==> src/rtl/decode_stage_pkg.sv <==
// Shared decode definitions: opcodes, ALU operation codes, immediate formats
// and the control bundle carried from the decoder to the output register.
package decode_stage_pkg;

   localparam logic [6:0] OPC_LOAD   = 7'h03;
   localparam logic [6:0] OPC_OPIMM  = 7'h13;
   localparam logic [6:0] OPC_AUIPC  = 7'h17;
   localparam logic [6:0] OPC_STORE  = 7'h23;
   localparam logic [6:0] OPC_OP     = 7'h33;
   localparam logic [6:0] OPC_LUI    = 7'h37;
   localparam logic [6:0] OPC_BRANCH = 7'h63;
   localparam logic [6:0] OPC_JALR   = 7'h67;
   localparam logic [6:0] OPC_JAL    = 7'h6F;

   localparam logic [5:0] ALU_LB    = 6'd0;
   localparam logic [5:0] ALU_LH    = 6'd1;
   localparam logic [5:0] ALU_LW    = 6'd2;
   localparam logic [5:0] ALU_LD    = 6'd3;
   localparam logic [5:0] ALU_LBU   = 6'd4;
   localparam logic [5:0] ALU_ADDI  = 6'd5;
   localparam logic [5:0] ALU_SLLI  = 6'd6;
   localparam logic [5:0] ALU_SLTI  = 6'd7;
   localparam logic [5:0] ALU_SLTIU = 6'd8;
   localparam logic [5:0] ALU_XORI  = 6'd9;
   localparam logic [5:0] ALU_SRLI  = 6'd10;
   localparam logic [5:0] ALU_SRAI  = 6'd11;
   localparam logic [5:0] ALU_ORI   = 6'd12;
   localparam logic [5:0] ALU_ANDI  = 6'd13;
   localparam logic [5:0] ALU_LHU   = 6'd14;
   localparam logic [5:0] ALU_SB    = 6'd15;
   localparam logic [5:0] ALU_SH    = 6'd16;
   localparam logic [5:0] ALU_SW    = 6'd17;
   localparam logic [5:0] ALU_ADD   = 6'd18;
   localparam logic [5:0] ALU_SUB   = 6'd19;
   localparam logic [5:0] ALU_SLL   = 6'd20;
   localparam logic [5:0] ALU_SLT   = 6'd21;
   localparam logic [5:0] ALU_SLTU  = 6'd22;
   localparam logic [5:0] ALU_XOR   = 6'd23;
   localparam logic [5:0] ALU_SRL   = 6'd24;
   localparam logic [5:0] ALU_SRA   = 6'd25;
   localparam logic [5:0] ALU_OR    = 6'd26;
   localparam logic [5:0] ALU_AND   = 6'd27;
   localparam logic [5:0] ALU_BEQ   = 6'd28;
   localparam logic [5:0] ALU_BNE   = 6'd29;
   localparam logic [5:0] ALU_BLT   = 6'd30;
   localparam logic [5:0] ALU_BGE   = 6'd31;
   localparam logic [5:0] ALU_BLTU  = 6'd32;
   localparam logic [5:0] ALU_BGEU  = 6'd33;
   localparam logic [5:0] ALU_JAL   = 6'd34;
   localparam logic [5:0] ALU_JALR  = 6'd35;
   localparam logic [5:0] ALU_LUI   = 6'd36;
   localparam logic [5:0] ALU_AUIPC = 6'd37;

   typedef enum logic [2:0] {
      IMM_NONE,
      IMM_I,
      IMM_S,
      IMM_B,
      IMM_U,
      IMM_J
   } imm_type_e;

   typedef struct packed {
      logic       regWrite;
      logic       memToReg;
      logic       memWrite;
      logic       branch;
      logic       jalrEN;
      logic       jalEN;
      logic       operandA;
      logic       operandB;
      logic [5:0] aluOP;
      logic       illegal;
   } ctrl_t;

endpackage

==> src/rtl/decode_stage_if.sv <==
// Fetch-side instruction handshake and execute-side decoded bundle of the
// decode stage; slave is the stage itself, master is its environment.
interface decode_stage_if #(parameter int XLEN = 32);

   logic            in_valid;
   logic            in_ready;
   logic [31:0]     in_instr;
   logic [XLEN-1:0] in_pc;

   logic            out_valid;
   logic            out_ready;
   logic [XLEN-1:0] out_pc;
   logic [XLEN-1:0] out_imm;
   logic [4:0]      out_rs1;
   logic [4:0]      out_rs2;
   logic [4:0]      out_rd;
   logic            out_regWrite;
   logic            out_memToReg;
   logic            out_memWrite;
   logic            out_branch;
   logic            out_jalrEN;
   logic            out_jalEN;
   logic            out_operandA;
   logic            out_operandB;
   logic [5:0]      out_aluOP;
   logic            out_illegal;

   modport slave (
      input  in_valid, in_instr, in_pc, out_ready,
      output in_ready, out_valid, out_pc, out_imm, out_rs1, out_rs2, out_rd,
             out_regWrite, out_memToReg, out_memWrite, out_branch, out_jalrEN,
             out_jalEN, out_operandA, out_operandB, out_aluOP, out_illegal
   );

   modport master (
      output in_valid, in_instr, in_pc, out_ready,
      input  in_ready, out_valid, out_pc, out_imm, out_rs1, out_rs2, out_rd,
             out_regWrite, out_memToReg, out_memWrite, out_branch, out_jalrEN,
             out_jalEN, out_operandA, out_operandB, out_aluOP, out_illegal
   );

endinterface

==> src/rtl/decode_stage_comb.sv <==
// Purely combinational RV32I/RV64I base-integer decoder: instruction word in,
// control bundle, sign-extended immediate and raw register fields out.
module rv_decode_comb
   import decode_stage_pkg::*;
#(
   parameter int XLEN             = 32,
   parameter bit ZERO_RD_SUPPRESS = 1'b1
) (
   input  logic [31:0]     instr_i,
   output ctrl_t           ctrl_o,
   output logic [XLEN-1:0] imm_o,
   output logic [4:0]      rs1_o,
   output logic [4:0]      rs2_o,
   output logic [4:0]      rd_o
);

   logic [6:0] opc;
   logic [2:0] f3;
   logic [6:0] f7;
   logic [6:0] sh_f7;
   ctrl_t      c;
   logic       bad;
   imm_type_e  itype;
   logic [31:0] imm32;

   function automatic logic [XLEN-1:0] sext(input logic signed [31:0] v);
      return XLEN'(v);
   endfunction

   assign opc   = instr_i[6:0];
   assign f3    = instr_i[14:12];
   assign f7    = instr_i[31:25];
   assign rs1_o = instr_i[19:15];
   assign rs2_o = instr_i[24:20];
   assign rd_o  = instr_i[11:7];
   // RV64 shift amounts are six bits wide, so instr[25] belongs to shamt there
   assign sh_f7 = (XLEN == 64) ? {instr_i[31:26], 1'b0} : instr_i[31:25];

   always_comb begin
      c     = '0;
      bad   = 1'b0;
      itype = IMM_NONE;
      case (opc)
         OPC_LOAD: begin
            {c.regWrite, c.memToReg, c.operandA} = 3'b111;
            itype = IMM_I;
            case (f3)
               3'd0: c.aluOP = ALU_LB;
               3'd1: c.aluOP = ALU_LH;
               3'd2: c.aluOP = ALU_LW;
               3'd3: if (XLEN == 64) c.aluOP = ALU_LD; else bad = 1'b1;
               3'd4: c.aluOP = ALU_LBU;
               3'd5: c.aluOP = ALU_LHU;
               default: bad = 1'b1;
            endcase
         end
         OPC_OPIMM: begin
            {c.regWrite, c.operandA} = 2'b11;
            itype = IMM_I;
            case (f3)
               3'd0: c.aluOP = ALU_ADDI;
               3'd1: begin
                  c.aluOP = ALU_SLLI;
                  bad     = (sh_f7 != 7'h00);
               end
               3'd2: c.aluOP = ALU_SLTI;
               3'd3: c.aluOP = ALU_SLTIU;
               3'd4: c.aluOP = ALU_XORI;
               3'd5: begin
                  if (sh_f7 == 7'h00)      c.aluOP = ALU_SRLI;
                  else if (sh_f7 == 7'h20) c.aluOP = ALU_SRAI;
                  else                     bad = 1'b1;
               end
               3'd6: c.aluOP = ALU_ORI;
               default: c.aluOP = ALU_ANDI;
            endcase
         end
         OPC_STORE: begin
            {c.memWrite, c.operandA} = 2'b11;
            itype = IMM_S;
            case (f3)
               3'd0: c.aluOP = ALU_SB;
               3'd1: c.aluOP = ALU_SH;
               3'd2: c.aluOP = ALU_SW;
               default: bad = 1'b1;
            endcase
         end
         OPC_OP: begin
            c.regWrite = 1'b1;
            if (f7 == 7'h00) begin
               case (f3)
                  3'd0: c.aluOP = ALU_ADD;
                  3'd1: c.aluOP = ALU_SLL;
                  3'd2: c.aluOP = ALU_SLT;
                  3'd3: c.aluOP = ALU_SLTU;
                  3'd4: c.aluOP = ALU_XOR;
                  3'd5: c.aluOP = ALU_SRL;
                  3'd6: c.aluOP = ALU_OR;
                  default: c.aluOP = ALU_AND;
               endcase
            end else if (f7 == 7'h20 && f3 == 3'd0) begin
               c.aluOP = ALU_SUB;
            end else if (f7 == 7'h20 && f3 == 3'd5) begin
               c.aluOP = ALU_SRA;
            end else begin
               bad = 1'b1;
            end
         end
         OPC_BRANCH: begin
            c.branch = 1'b1;
            itype    = IMM_B;
            case (f3)
               3'd0: c.aluOP = ALU_BEQ;
               3'd1: c.aluOP = ALU_BNE;
               3'd4: c.aluOP = ALU_BLT;
               3'd5: c.aluOP = ALU_BGE;
               3'd6: c.aluOP = ALU_BLTU;
               3'd7: c.aluOP = ALU_BGEU;
               default: bad = 1'b1;
            endcase
         end
         OPC_JAL: begin
            {c.regWrite, c.jalEN, c.operandA, c.operandB} = 4'b1111;
            c.aluOP = ALU_JAL;
            itype   = IMM_J;
         end
         OPC_JALR: begin
            {c.regWrite, c.jalrEN, c.operandA} = 3'b111;
            c.aluOP = ALU_JALR;
            itype   = IMM_I;
            bad     = (f3 != 3'd0);
         end
         OPC_LUI: begin
            {c.regWrite, c.operandA} = 2'b11;
            c.aluOP = ALU_LUI;
            itype   = IMM_U;
         end
         OPC_AUIPC: begin
            {c.regWrite, c.operandA, c.operandB} = 3'b111;
            c.aluOP = ALU_AUIPC;
            itype   = IMM_U;
         end
         default: bad = 1'b1;
      endcase

      if (bad) begin
         c         = '0;
         c.illegal = 1'b1;
      end
      if (ZERO_RD_SUPPRESS && rd_o == 5'd0) c.regWrite = 1'b0;
      ctrl_o = c;
   end

   always_comb begin
      imm32 = '0;
      case (itype)
         IMM_I: imm32 = {{20{instr_i[31]}}, instr_i[31:20]};
         IMM_S: imm32 = {{20{instr_i[31]}}, instr_i[31:25], instr_i[11:7]};
         IMM_B: imm32 = {{19{instr_i[31]}}, instr_i[31], instr_i[7],
                         instr_i[30:25], instr_i[11:8], 1'b0};
         IMM_U: imm32 = {instr_i[31:12], 12'b0};
         IMM_J: imm32 = {{11{instr_i[31]}}, instr_i[31], instr_i[19:12],
                         instr_i[20], instr_i[30:21], 1'b0};
         default: imm32 = '0;
      endcase
      imm_o = sext(imm32);
   end

endmodule

==> src/rtl/decode_stage.sv <==
// Registered decode stage with a one-entry skid buffer holding raw instr+pc,
// so in_ready comes straight from a flop and full throughput is sustained.
module decode_stage
   import decode_stage_pkg::*;
#(
   parameter int XLEN             = 32,
   parameter bit ZERO_RD_SUPPRESS = 1'b1
) (
   input logic           clk,
   input logic           rst,
   input logic           flush,
   decode_stage_if.slave bus
);

   logic            skid_valid_q, skid_valid_d;
   logic [31:0]     skid_instr_q, skid_instr_d;
   logic [XLEN-1:0] skid_pc_q, skid_pc_d;

   logic            out_valid_q, out_valid_d;
   logic [XLEN-1:0] out_pc_q, out_pc_d;
   logic [XLEN-1:0] out_imm_q, out_imm_d;
   logic [4:0]      out_rs1_q, out_rs1_d;
   logic [4:0]      out_rs2_q, out_rs2_d;
   logic [4:0]      out_rd_q, out_rd_d;
   ctrl_t           out_ctrl_q, out_ctrl_d;

   logic            accept, out_load, src_valid;
   logic [31:0]     src_instr;
   logic [XLEN-1:0] src_pc;
   ctrl_t           dec_ctrl;
   logic [XLEN-1:0] dec_imm;
   logic [4:0]      dec_rs1, dec_rs2, dec_rd;

   assign accept    = bus.in_valid & ~skid_valid_q;
   assign out_load  = ~out_valid_q | bus.out_ready;
   assign src_valid = skid_valid_q | accept;
   // The skid entry is always older than the input, so it has priority
   assign src_instr = skid_valid_q ? skid_instr_q : bus.in_instr;
   assign src_pc    = skid_valid_q ? skid_pc_q : bus.in_pc;

   rv_decode_comb #(
      .XLEN             (XLEN),
      .ZERO_RD_SUPPRESS (ZERO_RD_SUPPRESS)
   ) u_dec (
      .instr_i (src_instr),
      .ctrl_o  (dec_ctrl),
      .imm_o   (dec_imm),
      .rs1_o   (dec_rs1),
      .rs2_o   (dec_rs2),
      .rd_o    (dec_rd)
   );

   always_comb begin
      skid_valid_d = skid_valid_q;
      skid_instr_d = skid_instr_q;
      skid_pc_d    = skid_pc_q;
      out_valid_d  = out_valid_q;
      out_pc_d     = out_pc_q;
      out_imm_d    = out_imm_q;
      out_rs1_d    = out_rs1_q;
      out_rs2_d    = out_rs2_q;
      out_rd_d     = out_rd_q;
      out_ctrl_d   = out_ctrl_q;

      if (flush) begin
         out_valid_d  = 1'b0;
         skid_valid_d = 1'b0;
      end else if (out_load) begin
         out_valid_d  = src_valid;
         skid_valid_d = 1'b0;
         if (src_valid) begin
            out_pc_d   = src_pc;
            out_imm_d  = dec_imm;
            out_rs1_d  = dec_rs1;
            out_rs2_d  = dec_rs2;
            out_rd_d   = dec_rd;
            out_ctrl_d = dec_ctrl;
         end
      end else if (accept) begin
         skid_valid_d = 1'b1;
         skid_instr_d = bus.in_instr;
         skid_pc_d    = bus.in_pc;
      end
   end

   always_ff @(posedge clk or posedge rst) begin
      if (rst) begin
         skid_valid_q <= 1'b0;
         skid_instr_q <= '0;
         skid_pc_q    <= '0;
         out_valid_q  <= 1'b0;
         out_pc_q     <= '0;
         out_imm_q    <= '0;
         out_rs1_q    <= '0;
         out_rs2_q    <= '0;
         out_rd_q     <= '0;
         out_ctrl_q   <= '0;
      end else begin
         skid_valid_q <= skid_valid_d;
         skid_instr_q <= skid_instr_d;
         skid_pc_q    <= skid_pc_d;
         out_valid_q  <= out_valid_d;
         out_pc_q     <= out_pc_d;
         out_imm_q    <= out_imm_d;
         out_rs1_q    <= out_rs1_d;
         out_rs2_q    <= out_rs2_d;
         out_rd_q     <= out_rd_d;
         out_ctrl_q   <= out_ctrl_d;
      end
   end

   assign bus.in_ready     = ~skid_valid_q;
   assign bus.out_valid    = out_valid_q;
   assign bus.out_pc       = out_pc_q;
   assign bus.out_imm      = out_imm_q;
   assign bus.out_rs1      = out_rs1_q;
   assign bus.out_rs2      = out_rs2_q;
   assign bus.out_rd       = out_rd_q;
   assign bus.out_regWrite = out_ctrl_q.regWrite;
   assign bus.out_memToReg = out_ctrl_q.memToReg;
   assign bus.out_memWrite = out_ctrl_q.memWrite;
   assign bus.out_branch   = out_ctrl_q.branch;
   assign bus.out_jalrEN   = out_ctrl_q.jalrEN;
   assign bus.out_jalEN    = out_ctrl_q.jalEN;
   assign bus.out_operandA = out_ctrl_q.operandA;
   assign bus.out_operandB = out_ctrl_q.operandB;
   assign bus.out_aluOP    = out_ctrl_q.aluOP;
   assign bus.out_illegal  = out_ctrl_q.illegal;

endmodule

==> src/flat_wrapper.sv <==
// flat-port wrapper written by rule: the top's interface ports become plain ports
module decode_stage_flat import decode_stage_pkg::*;
#(
   parameter int XLEN             = 32,
   parameter bit ZERO_RD_SUPPRESS = 1'b1
)
  (clk, rst, flush, bus_in_valid, bus_in_instr, bus_in_pc, bus_out_ready, bus_in_ready, bus_out_valid, bus_out_pc, bus_out_imm, bus_out_rs1, bus_out_rs2, bus_out_rd, bus_out_regWrite, bus_out_memToReg, bus_out_memWrite, bus_out_branch, bus_out_jalrEN, bus_out_jalEN, bus_out_operandA, bus_out_operandB, bus_out_aluOP, bus_out_illegal);
  decode_stage_if #(.XLEN(XLEN)) bus_i ();
  input logic clk;
  input logic rst;
  input logic flush;
  input wire logic [$bits(bus_i.in_valid)-1:0] bus_in_valid;
  input wire logic [$bits(bus_i.in_instr)-1:0] bus_in_instr;
  input wire logic [$bits(bus_i.in_pc)-1:0] bus_in_pc;
  input wire logic [$bits(bus_i.out_ready)-1:0] bus_out_ready;
  output wire logic [$bits(bus_i.in_ready)-1:0] bus_in_ready;
  output wire logic [$bits(bus_i.out_valid)-1:0] bus_out_valid;
  output wire logic [$bits(bus_i.out_pc)-1:0] bus_out_pc;
  output wire logic [$bits(bus_i.out_imm)-1:0] bus_out_imm;
  output wire logic [$bits(bus_i.out_rs1)-1:0] bus_out_rs1;
  output wire logic [$bits(bus_i.out_rs2)-1:0] bus_out_rs2;
  output wire logic [$bits(bus_i.out_rd)-1:0] bus_out_rd;
  output wire logic [$bits(bus_i.out_regWrite)-1:0] bus_out_regWrite;
  output wire logic [$bits(bus_i.out_memToReg)-1:0] bus_out_memToReg;
  output wire logic [$bits(bus_i.out_memWrite)-1:0] bus_out_memWrite;
  output wire logic [$bits(bus_i.out_branch)-1:0] bus_out_branch;
  output wire logic [$bits(bus_i.out_jalrEN)-1:0] bus_out_jalrEN;
  output wire logic [$bits(bus_i.out_jalEN)-1:0] bus_out_jalEN;
  output wire logic [$bits(bus_i.out_operandA)-1:0] bus_out_operandA;
  output wire logic [$bits(bus_i.out_operandB)-1:0] bus_out_operandB;
  output wire logic [$bits(bus_i.out_aluOP)-1:0] bus_out_aluOP;
  output wire logic [$bits(bus_i.out_illegal)-1:0] bus_out_illegal;
  assign bus_i.in_valid = bus_in_valid;
  assign bus_i.in_instr = bus_in_instr;
  assign bus_i.in_pc = bus_in_pc;
  assign bus_i.out_ready = bus_out_ready;
  assign bus_in_ready = bus_i.in_ready;
  assign bus_out_valid = bus_i.out_valid;
  assign bus_out_pc = bus_i.out_pc;
  assign bus_out_imm = bus_i.out_imm;
  assign bus_out_rs1 = bus_i.out_rs1;
  assign bus_out_rs2 = bus_i.out_rs2;
  assign bus_out_rd = bus_i.out_rd;
  assign bus_out_regWrite = bus_i.out_regWrite;
  assign bus_out_memToReg = bus_i.out_memToReg;
  assign bus_out_memWrite = bus_i.out_memWrite;
  assign bus_out_branch = bus_i.out_branch;
  assign bus_out_jalrEN = bus_i.out_jalrEN;
  assign bus_out_jalEN = bus_i.out_jalEN;
  assign bus_out_operandA = bus_i.out_operandA;
  assign bus_out_operandB = bus_i.out_operandB;
  assign bus_out_aluOP = bus_i.out_aluOP;
  assign bus_out_illegal = bus_i.out_illegal;
  decode_stage #(.XLEN(XLEN), .ZERO_RD_SUPPRESS(ZERO_RD_SUPPRESS)) u_core (.clk(clk), .rst(rst), .flush(flush), .bus(bus_i));
endmodule
==> config.mk <==
export PLATFORM = sky130hd
export DESIGN_NAME = decode_stage_flat
export DESIGN_NICKNAME = d
export VERILOG_FILES = /design/src/rtl/decode_stage_pkg.sv /design/src/rtl/decode_stage_if.sv /design/src/rtl/decode_stage_comb.sv /design/src/rtl/decode_stage.sv /design/src/flat_wrapper.sv
export SDC_FILE = /design/constraint.sdc
export NUM_CORES = 1
export LEC_CHECK = 0
export CAP_MARGIN = 20
export CORE_MARGIN = 4
export CORE_UTILIZATION = 46
export DETAILED_ROUTE_END_ITERATION = 12
export PLACE_DENSITY_LB_ADDON = 0.15
export SYNTH_ARGS = -nofsm -noshare
export SYNTH_HDL_FRONTEND = slang
export SYNTH_SLANG_ARGS = --single-unit
==> constraint.sdc <==
create_clock -name clk -period 5.4 [get_ports clk]
set_input_delay 1.08 -clock clk [delete_from_list [all_inputs] [get_ports clk]]
set_output_delay 1.08 -clock clk [all_outputs]
set_load 0.02 [all_outputs]
==> out/results.tsv <==
stage	metric	value	unit
logic_synthesis	main combinational cell family by area after synthesis	multiplexers	
power_and_ir_drop	sequential power share	0.462	
setup_path	critical path peak fanout	51	
sta	skew final	8.61	ps
sta	Hold Worst Slack	484	ps
logic_synthesis	Synth Area in Adders	0	
grt	met2 demand-to-capacity share in global routing	0.326	
floorplan	Cell Rows	46	
sta	Slew Viols, Final	0	
sta	RSZ-0062 raised after global routing	no	
sta	Final Hold Fails	0	
cells_and_area	nets@finish	910	
grt	initial antenna violation count	0	
sta	relative slew slack	0.329	
power_and_ir_drop	Comb power frac	0.177	
route	WL final	19500	um
power_and_ir_drop	Net Sw Power	0.000918	W
power_and_ir_drop	Max VDD drop	0.000205	V
clock_network	clock tree root buffer cell	clkbuf_16	
logic_synthesis	Compound-Gate Fraction of Synth Area	0.137	
sta	# setup viols final	0	
route	via count	5899	
route	TritonRoute pass-1 iters	6	
flow_run	max-cap check violation count	0	
clock_network	hold buffers post-CTS	0	
setup_path	crit path capture type	register	
cells_and_area	n_diodes	0	
logic_synthesis	sequential element share of the synthesized area	0.529	
route	antenna viol nets, final	0	
grt	overall global routing resource usage	0.212	
power_and_ir_drop	P_int	0.00233	W
logic_synthesis	main flop type after synthesis	dfrtp_1	
grt	total gr overflow	0	
sta	Worst Tran Pin Value	1010	ps
logic_synthesis	synthesized area	7560	um2
logic_synthesis	asr flop ratio synth	1.00	
clock_network	post-CTS setup buffers	0	
route	drt drc	0	
setup_path	WP data arrival	3870	ps
placed_design	gp weighted congestion	0.887	
setup_path	Startpoint Class	register	
power_and_ir_drop	P per Cell Area	328	nW/um2
sta	Tmin final	3540	ps
sta	worst setup margin	1860	ps
cells_and_area	share of post-route cells with drive strength above 1	0.156	
power_and_ir_drop	Total Power	0.00325	W
placed_design	placed instance area	9350	um2
clock_network	clock-pin slew on the worst setup and hold paths	70	ps
sta	setup_tns	0	ps
clock_network	Max clock buf depth	2	
cells_and_area	Final Instance Area	9930	um2
logic_synthesis	Synth Area in Simple Gates	0.114	
clock_network	later-pin clock latency in the skew report	420	ps
power_and_ir_drop	Sw Share	0.282	
logic_synthesis	Post-Syn Instances	693	
placed_design	dpl hpwl	13700	um
grt	met3 Use GR	0.0600	
clock_network	H-tree Lvls	4	
route	initial drt markers	331	
clock_network	CTS buffer count	17	
logic_synthesis	Ys Warns	0	
setup_path	kind of critical path	register to register	
outcome	status	complete, no violations	
logic_synthesis	mean post-synth cell area	10.9	um2
cells_and_area	Layout area overhead	31.3	%
route	DR WL/cell	18.2	um
floorplan	I/O pin cnt	165	
floorplan	Die ar.	18600	um2
clock_network	CTS resizes	0	
logic_synthesis	synthesis-stage register bit count	160	
floorplan	Initial Utilization	0.473	
sta	period utilisation layout	0.655	
grt	gr busiest metal	met2	
clock_network	CTS tree	done	
logic_synthesis	Synth Area in XOR/XNOR	0.00695	
hold_path	hold depth	2	
placed_design	Port Buffers	164	
route	via/cell ratio	5.51	
logic_synthesis	mux cell area share after synthesis	0.185	
grt	largest net degree at the start of global routing	86	
floorplan	die height	136	um
floorplan	die width	136	um
cells_and_area	Filler cells	1298	
grt	GR met1 Demand/Resource	0.295	
setup_path	FF-to-FF path depth	7	
grt	first-pass GRT wire length	31100	um
setup_path	Worst EP required	5730	ps
power_and_ir_drop	leakage	3.94	nW
hold_path	worst min path class	register to register	
sta	Fmax achieved	283	MHz
placed_design	pre-CTS WS	1550	ps
logic_synthesis	syn_nets	762	
clock_network	clock sinks	160	
logic_synthesis	Yosys cell types	61	
power_and_ir_drop	Clk pwr share	0.361	
grt	vias in the first global route	6028	
floorplan	Core Area	16000	um2
logic_synthesis	EDFF count, synth	0	
[worst paths after layout]
| kind | to | slack, ps | from |
|---|---|---|---|
| setup / recovery | u_core.bus.out_jalEN | 1860 | u_core.skid_valid_q |
| hold / removal | u_core.bus.out_pc[24] | 480 | u_core.bus.out_pc[24] |
| setup reg to reg | u_core.bus.out_jalEN | 1860 | u_core.skid_valid_q |
| hold reg to reg | u_core.bus.out_pc[24] | 480 | u_core.bus.out_pc[24] |
| max in group asynchronous | u_core.bus.out_imm[2] | 3120 | rst |
| min in group asynchronous | u_core.skid_pc_q[6] | 1190 | rst |
[cells in the final DEF, fill, tap and decap left out, drive strengths merged, types with 6 or more instances in the layout]
cell	count
nor2	30
nand2	105
inv	8
mux2i	53
nor3	6
clkdlybuf4s50	164
a22o	7
nand3	7
mux2	76
a21oi	29
a31oi	7
clkbuf	18
o21ai	95
dfrtp	160
[routing by layer]
metal | up-vias | part of all wire
li1 | 2801 | -
met1 | 2883 | 0.45
met2 | 196 | 0.46
met3 | 19 | 0.076
met4 | 0 | 0.012
met5 | - | 0
[worst max-delay path: stages, from the launching register on]
cell and delay (ps):
dfrtp_4 850, buf_4 660, mux2_2 540, xnor2_1 190, o21ai_0 240, a21oi_1 110, or4_4 610, o21ai_0 220
[registers in the layout, indices dropped and copies added, names as in the netlist, 5 cells and up]
register              cells
u_core.bus.out_aluOP      6
u_core.bus.out_imm       32
u_core.bus.out_pc        32
u_core.bus.out_rd         5
u_core.bus.out_rs1        5
u_core.bus.out_rs2        5
u_core.skid_instr_q      32
u_core.skid_pc_q         32
[power by group through the flow]
| stage | registers, W | logic (W) | clock network (W) |
|---|---|---|---|
| 6_report | 0.00150 | 0.000574 | 0.00118 |
| 5_1_grt | 0.00152 | 0.000628 | 0.00125 |
| 4_1_cts | 0.00150 | 0.000582 | 0.00120 |
| 3_5_place_dp | 0.00152 | 0.000580 | 0 |
| 3_3_place_gp | 0.00151 | 0.000565 | 0 |
| 2_1_floorplan | 0.00156 | 0.000267 | 0 |
[synthesized netlist by cell type (4+ instances only)]
master    number  area, um2
mux2i_1       51        510
buf_6          4       45.0
nand3b_1       5       37.5
nor3_1         6       30.0
a31oi_1        6       37.5
nand3_1        6       30.0
o21ai_1       28        140
nand2_1      104        390
dfrtp_1      160       4000
buf_2          6       30.0
nor2_1        30        113
mux2_2        76        856
o211ai_1       4       30.0
xnor2_1        4       35.0
a21oi_1       28        140
o21ai_0       66        330
a22o_1         6       52.6
or3_1          4       25.0
o22ai_1        4       25.0
clkbuf_1      25       93.8
[through the flow]
stage | cells | util
after CTS | 1070 | 0.620
final | 1070 | 0.620
after global placement | 1038 | 0.584
after global routing | 1070 | 0.620
after detailed placement | 1038 | 0.584
after floorplan | 693 | -
[cells by family after synthesis]
kind of cell / after synthesis
AO/OA/AOI/OAI: 172
flip-flops: 160
multiplexers: 129
XOR/XNOR: 6
AND/OR/NAND/NOR: 183
buffers and inverters: 43
[cell type report]
type / instances / area (um2) / share of cell area
repair buffers: 169 / 1680 / 0.169
multi-input cells: 490 / 3370 / 0.340
clock inverters: 14 / 153 / 0.0154
flip-flops and latches: 160 / 4010 / 0.404
inverters: 3 / 16.3 / 0.00164
clock buffers: 18 / 429 / 0.0432
well taps: 216 / 270 / 0.0272
(Power assumes the default switching activity.)
